--- src/rtl/binary16_div_pkg.sv ---
// binary16_div_pkg: shared types, divider latency and pointer helper for the binary16 divider arbiter.
package binary16_div_pkg;
  typedef logic [15:0] binary16_t;
  localparam int DIV_LATENCY = 25;
  localparam int DEFAULT_N_REQ = 4;
  typedef logic [$clog2(DEFAULT_N_REQ)-1:0] req_tag_t;
  function automatic int wrap_inc(input int p, input int depth);
    return (p + 1 == depth) ? 0 : p + 1;
  endfunction
endpackage

--- src/rtl/binary16_div_arbiter_rr.sv ---
// rr_arbiter: one-hot round-robin grant; the search starts just after i_last_grant.
module rr_arbiter #(
  parameter int N = 4,
  parameter int IW = $clog2(N)
) (
  input  logic [N-1:0]  i_req,
  input  logic [IW-1:0] i_last_grant,
  output logic [N-1:0]  o_grant,
  output logic [IW-1:0] o_grant_idx
);
  logic [IW-1:0] w_idx;
  logic          w_found;
  always_comb begin
    o_grant = '0;
    o_grant_idx = '0;
    w_found = 1'b0;
    w_idx = '0;
    for (int k = 1; k <= N; k++) begin
      w_idx = IW'((int'(i_last_grant) + k) % N);
      if (!w_found && i_req[w_idx]) begin
        w_found = 1'b1;
        o_grant[w_idx] = 1'b1;
        o_grant_idx = w_idx;
      end
    end
  end
endmodule

--- src/rtl/binary16_div_arbiter.sv ---
// binary16_div_arbiter: round-robin front end sharing one pipelined binary16 divider, routing results back via an in-order tag FIFO.
// Optional saturating perf counters (perf_issued, perf_stall) when BINARY16_DIV_ARB_PERF_EN is defined.
module binary16_div_arbiter
  import binary16_div_pkg::*;
#(
  parameter int N_REQ = 4,
  parameter int TAG_DEPTH = 32
) (
  input  logic                  clk_in,
  input  logic                  rst,
  input  logic [N_REQ-1:0]      req_valid,
  input  binary16_t [N_REQ-1:0] req_a,
  input  binary16_t [N_REQ-1:0] req_b,
  output logic [N_REQ-1:0]      req_ready,
  output binary16_t             div_a,
  output binary16_t             div_b,
  output logic                  div_valid_in,
  input  binary16_t             div_result,
  input  logic                  div_valid_out,
  output logic [N_REQ-1:0]      resp_valid,
  output binary16_t             resp_result,
  output logic                  err_orphan
`ifdef BINARY16_DIV_ARB_PERF_EN
  ,
  output logic [31:0]           perf_issued,
  output logic [31:0]           perf_stall
`endif
);
  localparam int TW = $clog2(N_REQ);
  localparam int PW = (TAG_DEPTH > 1) ? $clog2(TAG_DEPTH) : 1;
  localparam int CW = $clog2(TAG_DEPTH + 1);

  logic [TW-1:0]    r_last;
  logic [PW-1:0]    r_wp, r_rp;
  logic [CW-1:0]    r_count;
  logic [TW-1:0]    r_tags [TAG_DEPTH];
  logic [N_REQ-1:0] w_arb_req, w_grant;
  logic [TW-1:0]    w_gidx, w_head;
  logic             w_can_issue, w_push, w_pop, w_orphan;

  // A full FIFO may still accept when a result pops in the same cycle.
  assign w_can_issue = (r_count < CW'(TAG_DEPTH)) || (div_valid_out && r_count == CW'(TAG_DEPTH));
  assign w_arb_req = (w_can_issue && !rst) ? req_valid : '0;
  assign req_ready = w_grant;
  assign w_push = |w_grant;
  assign w_pop = div_valid_out && (r_count != '0);
  assign w_orphan = div_valid_out && (r_count == '0);
  assign w_head = r_tags[r_rp];

  rr_arbiter #(.N(N_REQ), .IW(TW)) u_rr (
    .i_req(w_arb_req),
    .i_last_grant(r_last),
    .o_grant(w_grant),
    .o_grant_idx(w_gidx)
  );

  always_ff @(posedge clk_in)
    if (w_push) r_tags[r_wp] <= w_gidx;

  always_ff @(posedge clk_in or posedge rst) begin
    if (rst) begin
      r_last <= TW'(N_REQ - 1);
      r_wp <= '0;
      r_rp <= '0;
      r_count <= '0;
      div_valid_in <= 1'b0;
      div_a <= '0;
      div_b <= '0;
      resp_valid <= '0;
      resp_result <= '0;
      err_orphan <= 1'b0;
    end else begin
      div_valid_in <= w_push;
      if (w_push) begin
        div_a <= req_a[w_gidx];
        div_b <= req_b[w_gidx];
        r_last <= w_gidx;
        r_wp <= PW'(wrap_inc(int'(r_wp), TAG_DEPTH));
      end
      if (w_pop) begin
        r_rp <= PW'(wrap_inc(int'(r_rp), TAG_DEPTH));
        resp_result <= div_result;
      end
      resp_valid <= w_pop ? (N_REQ'(1) << w_head) : '0;
      r_count <= r_count + CW'(w_push) - CW'(w_pop);
      err_orphan <= err_orphan | w_orphan;
    end
  end

`ifdef BINARY16_DIV_ARB_PERF_EN
  always_ff @(posedge clk_in or posedge rst) begin
    if (rst) begin
      perf_issued <= '0;
      perf_stall <= '0;
    end else begin
      if (w_push && !(&perf_issued)) perf_issued <= perf_issued + 32'd1;
      if (|req_valid && !w_push && !(&perf_stall)) perf_stall <= perf_stall + 32'd1;
    end
  end
`else
  // no performance counters in this build
`endif
endmodule

--- config.mk ---
export PLATFORM = sky130hd
export DESIGN_NAME = binary16_div_arbiter
export DESIGN_NICKNAME = d
export VERILOG_FILES = /design/src/rtl/binary16_div_pkg.sv /design/src/rtl/binary16_div_arbiter_rr.sv /design/src/rtl/binary16_div_arbiter.sv
export SDC_FILE = /design/constraint.sdc
export NUM_CORES = 1
export LEC_CHECK = 0
export CAP_MARGIN = 20
export CORE_MARGIN = 4
export CORE_UTILIZATION = 45
export CTS_BUF_LIST = sky130_fd_sc_hd__clkbuf_8
export DETAILED_ROUTE_END_ITERATION = 8
export GPL_TIMING_DRIVEN = 1
export PLACE_DENSITY_LB_ADDON = 0.3
export SYNTH_ARGS = -nofsm -noshare
export SYNTH_HDL_FRONTEND = slang
export SYNTH_SLANG_ARGS = --single-unit
--- constraint.sdc ---
create_clock -name clk_in -period 4.4 [get_ports clk_in]
set_input_delay 0.88 -clock clk_in [delete_from_list [all_inputs] [get_ports clk_in]]
set_output_delay 0.88 -clock clk_in [all_outputs]
set_load 0.1 [all_outputs]
==> qor.csv <==
stage;metric;value;unit
finish;fin util;0.637;
logic_synthesis;Syn Std Cell Area;7310;sq um
logic_synthesis;post-synthesis mux area share;0.218;
power;Lkg Pwr;3.92;nW
sta;min cycle time layout;4.12;ns
logic_synthesis;Simple-Gate Fraction of Synth Area;0.115;
logic_synthesis;main combinational cell family by area after synthesis;multiplexers;
route;DRC;0;
logic_synthesis;post-synthesis sequential area ratio;0.510;
logic_synthesis;xor/xnor cell area share of the yosys netlist;0.0154;
logic_synthesis;syn_nets;779;
logic_synthesis;#FFs+latches synth;136;
floorplan;Rows;46;
setup_path;Reg2Reg Capture Point;r_count[4];
sta;Hold Slack;0.479;ns
finish;most frequent cells in the layout;204 x clkdlybuf4s50_1, 90 x nand2_1, 70 x dfrtp_1;
logic_synthesis;Top FF cell, synth;dfrtp_1;
floorplan;Core Region;15900;sq um
hold_path;min-delay src;resp_result[4];
finish;# diodes;0;
placement;Port Buffers;208;
power;VDD IR max;464;uV
route;Routed WL per cell;17.2;um
hold_path;Hold WC Path Type;reg2reg;
sta;unrepaired setup endpoints after global routing;no;
setup_path;CP Capture Type;flip-flop;
setup_path;Worst Setup Start Kind;flip-flop;
hold_path;Hold Crit Depth;2;
setup_path;WP data required;4.73;ns
logic_synthesis;adder-cell share of the synthesized area;0.0387;
floorplan;Chip Height;135;um
cts;CTS tree;done;
cts;Clk Tree Root Cell;clkbuf_8;
sta;setup tns final;0;ns
cts;number of CTS-inserted buffers;17;
logic_synthesis;Async S/R FF share, synth;0.529;
route;post-route ant nets;0;
setup_path;R2R cell count;17;
global_routing;GRT Total Usage;0.200;
logic_synthesis;post-synthesis compound-gate area fraction;0.0589;
floorplan;Initial Util;0.460;
logic_synthesis;area share of the largest cell type after synthesis;0.263;
logic_synthesis;EDFF count, synth;64;
sta;period utilisation layout;0.937;
finish;Design Area, Final;10100;sq um
route;Vias/cell;5.14;
sta;Max Fclk;0.243;GHz
logic_synthesis;synth top area cells;edfxtp_1 26%, dfrtp_1 24%, mux2i_1 9.3%;
sta;Max Slew Vio Count;0;
flow_run;max cap viols;0;
sta;Finish-stage setup viols;0;
global_routing;global-route wire length before repair;28800;um
setup_path;flop2flop setup slack;0.28;ns
floorplan;total die area;18300;sq um
cts;CTS Hold Bufs;0;
finish;commonest non-fill, non-tap cell in the layout;clkdlybuf4s50_1;
finish;Nets;985;
setup_path;WP data arrival;4.45;ns
logic_synthesis;Ys Warns;0;
global_routing;largest net degree at the start of global routing;75;
logic_synthesis;Netlist cell types;55;
route;vias;5350;
global_routing;initial antenna violation count;0;
placement;routability cong.;0.859;
cts;worst skew pair latency;0.44;ns
placement;Post-DP HPWL;13900;um
sta;Fin. Hold Viols;0;
setup_path;RR Startpoint;r_last[1];
power;power density over the cells;770;nW/um^2
floorplan;die span in x;135;um
cts;Sink Count;136;
logic_synthesis;most area-hungry cell type in the Yosys netlist;edfxtp_1;
global_routing;vias in the first global route;5693;
logic_synthesis;Post-Synthesis Cells;606;
global_routing;remaining global-route overflow;0;
setup_path;Crit path largest cell delay;0.70;ns
placement;DP Area;9760;sq um
sta;worst relative slew slack;0.276;
cts;Post-CTS Setup Inserts;0;
finish;Syn-to-layout area delta;38.4;%
cts;CTS Buffer Depth;2;
cts;Resize count post-CTS;0;
finish;layout cells sized above 1;0.155;
cts;clock slew at reported path FFs;0.07;ns
status;status;finished, final reports clean;
setup_path;CP max stage cell;dfstp_2;
route;total wire length;17900;um
sta;measured slew at the worst slew-check pin;1.08;ns
hold_path;worst min-delay path endpoint;resp_result[4];
logic_synthesis;Mapped Avg Cell Area;12.1;sq um
setup_path;WS Path Type;reg2reg;
route;DR iter-0 viols;238;
setup_path;crit-path cells;inv_1, ha_1, mux4_2, clkinv_1, a311oi_1, a221o_4, nor4_4, ha_4, inv_2, ha_4, inv_2, fa_2, inv_1, a21oi_1, nor2_1, nor2_1, xnor2_1;
sta;Final Skew;0.00932;ns
setup_path;CP Max Fanout;11;
floorplan;io pins;209;
cts;htree depth;4;
route;DRT Pass-1 Iters;4;
==> stage by stage <==
step,std cells,power [mW],worst slack (ns)
floorplan,606,5.76,-0.695
global placement,1008,6.76,0.148
detailed placement,1009,6.93,0.0664
CTS,1041,7.87,0.271
global route,1041,8.29,0.0153
finish,1041,7.79,0.279
==> cells by family (layout without fill, tap and decap cells) <==
family          after synthesis  in the layout
flops                       136            136
fa+ha+maj                    22             22
compound gates               65             65
xor+xnor                     12             12
buf+inv                      64            283
simple gates                179            179
mux                         128            128
==> worst max-delay path by stage <==
stage,start,end
after detailed placement,req_valid[3],r_count[4]
after floorplan,rst,r_count[4]
after CTS,r_last[1],r_count[4]
after global placement,req_valid[3],r_count[4]
after global routing,r_last[1],r_count[4]
final,r_last[1],r_count[4]
==> Yosys cell counts (all sizes together) (2+ instances only) <==
cell type   n
o21ai      39
or3         2
buf        27
mux2i      68
mux4       21
xor2        5
edfxtp     64
dfstp       2
nor3        8
xnor2       7
nor2b       5
dfrtp      70
and3b       2
o32ai       2
nand2      90
ha         21
nor4        3
nand2b      4
a311oi      4
a31o        2
nor3b       4
mux2       39
nor2       42
nand3      13
clkbuf     16
nand3b      2
a221o       4
a21oi       8
inv        20
==> routing by layer <==
layer,wire (um),global-route usage,vias up
li1,-,-,2572
met1,7020,0.249,2565
met2,9190,0.344,186
met3,1470,0.0557,27
met4,251,0.0532,0
met5,0,0,-
==> state kept, by name (all words and copies together) (netlist names) <==
name	flops
r_tags	64
div_a	16
div_b	16
resp_result	16
r_count	6
r_rp	5
r_wp	5
resp_valid	4
r_last	2
div_valid_in	1
err_orphan	1
==> cell type report <==
| type | instances | area (sq um) |
|---|---|---|
| fillers | 1198 | 5760 |
| flip-flops and latches | 136 | 3730 |
| multi-input cells | 406 | 3360 |
| repair buffers | 230 | 2320 |
| clock buffers | 20 | 275 |
| well taps | 216 | 270 |
| clock inverters | 12 | 86.3 |
| inverters | 21 | 82.6 |
==> where the power goes <==
part / leakage [nW] / internal, mW / switching [mW] / total [mW]
Sequential: 1.47 / 1.76 / 0.357 / 2.11
Combinational: 2.24 / 1.70 / 3.06 / 4.76
Clock: 0.206 / 0.480 / 0.446 / 0.926
Total: 3.92 / 3.93 / 3.86 / 7.79
==> critical path: cells and delay by family (launching register included) <==
kind                       cells  cell delay, ns
adders and majority gates      4            1.25
DFF                            1            0.70
AOI/OAI and AO/OA              3            0.57
and+or+nand+nor                3            0.50
buffers and inverters          5            0.46
muxes                          1            0.40
xor gates and xnor gates       1            0.11
Note: power is estimated with default switching activity, not from simulation.
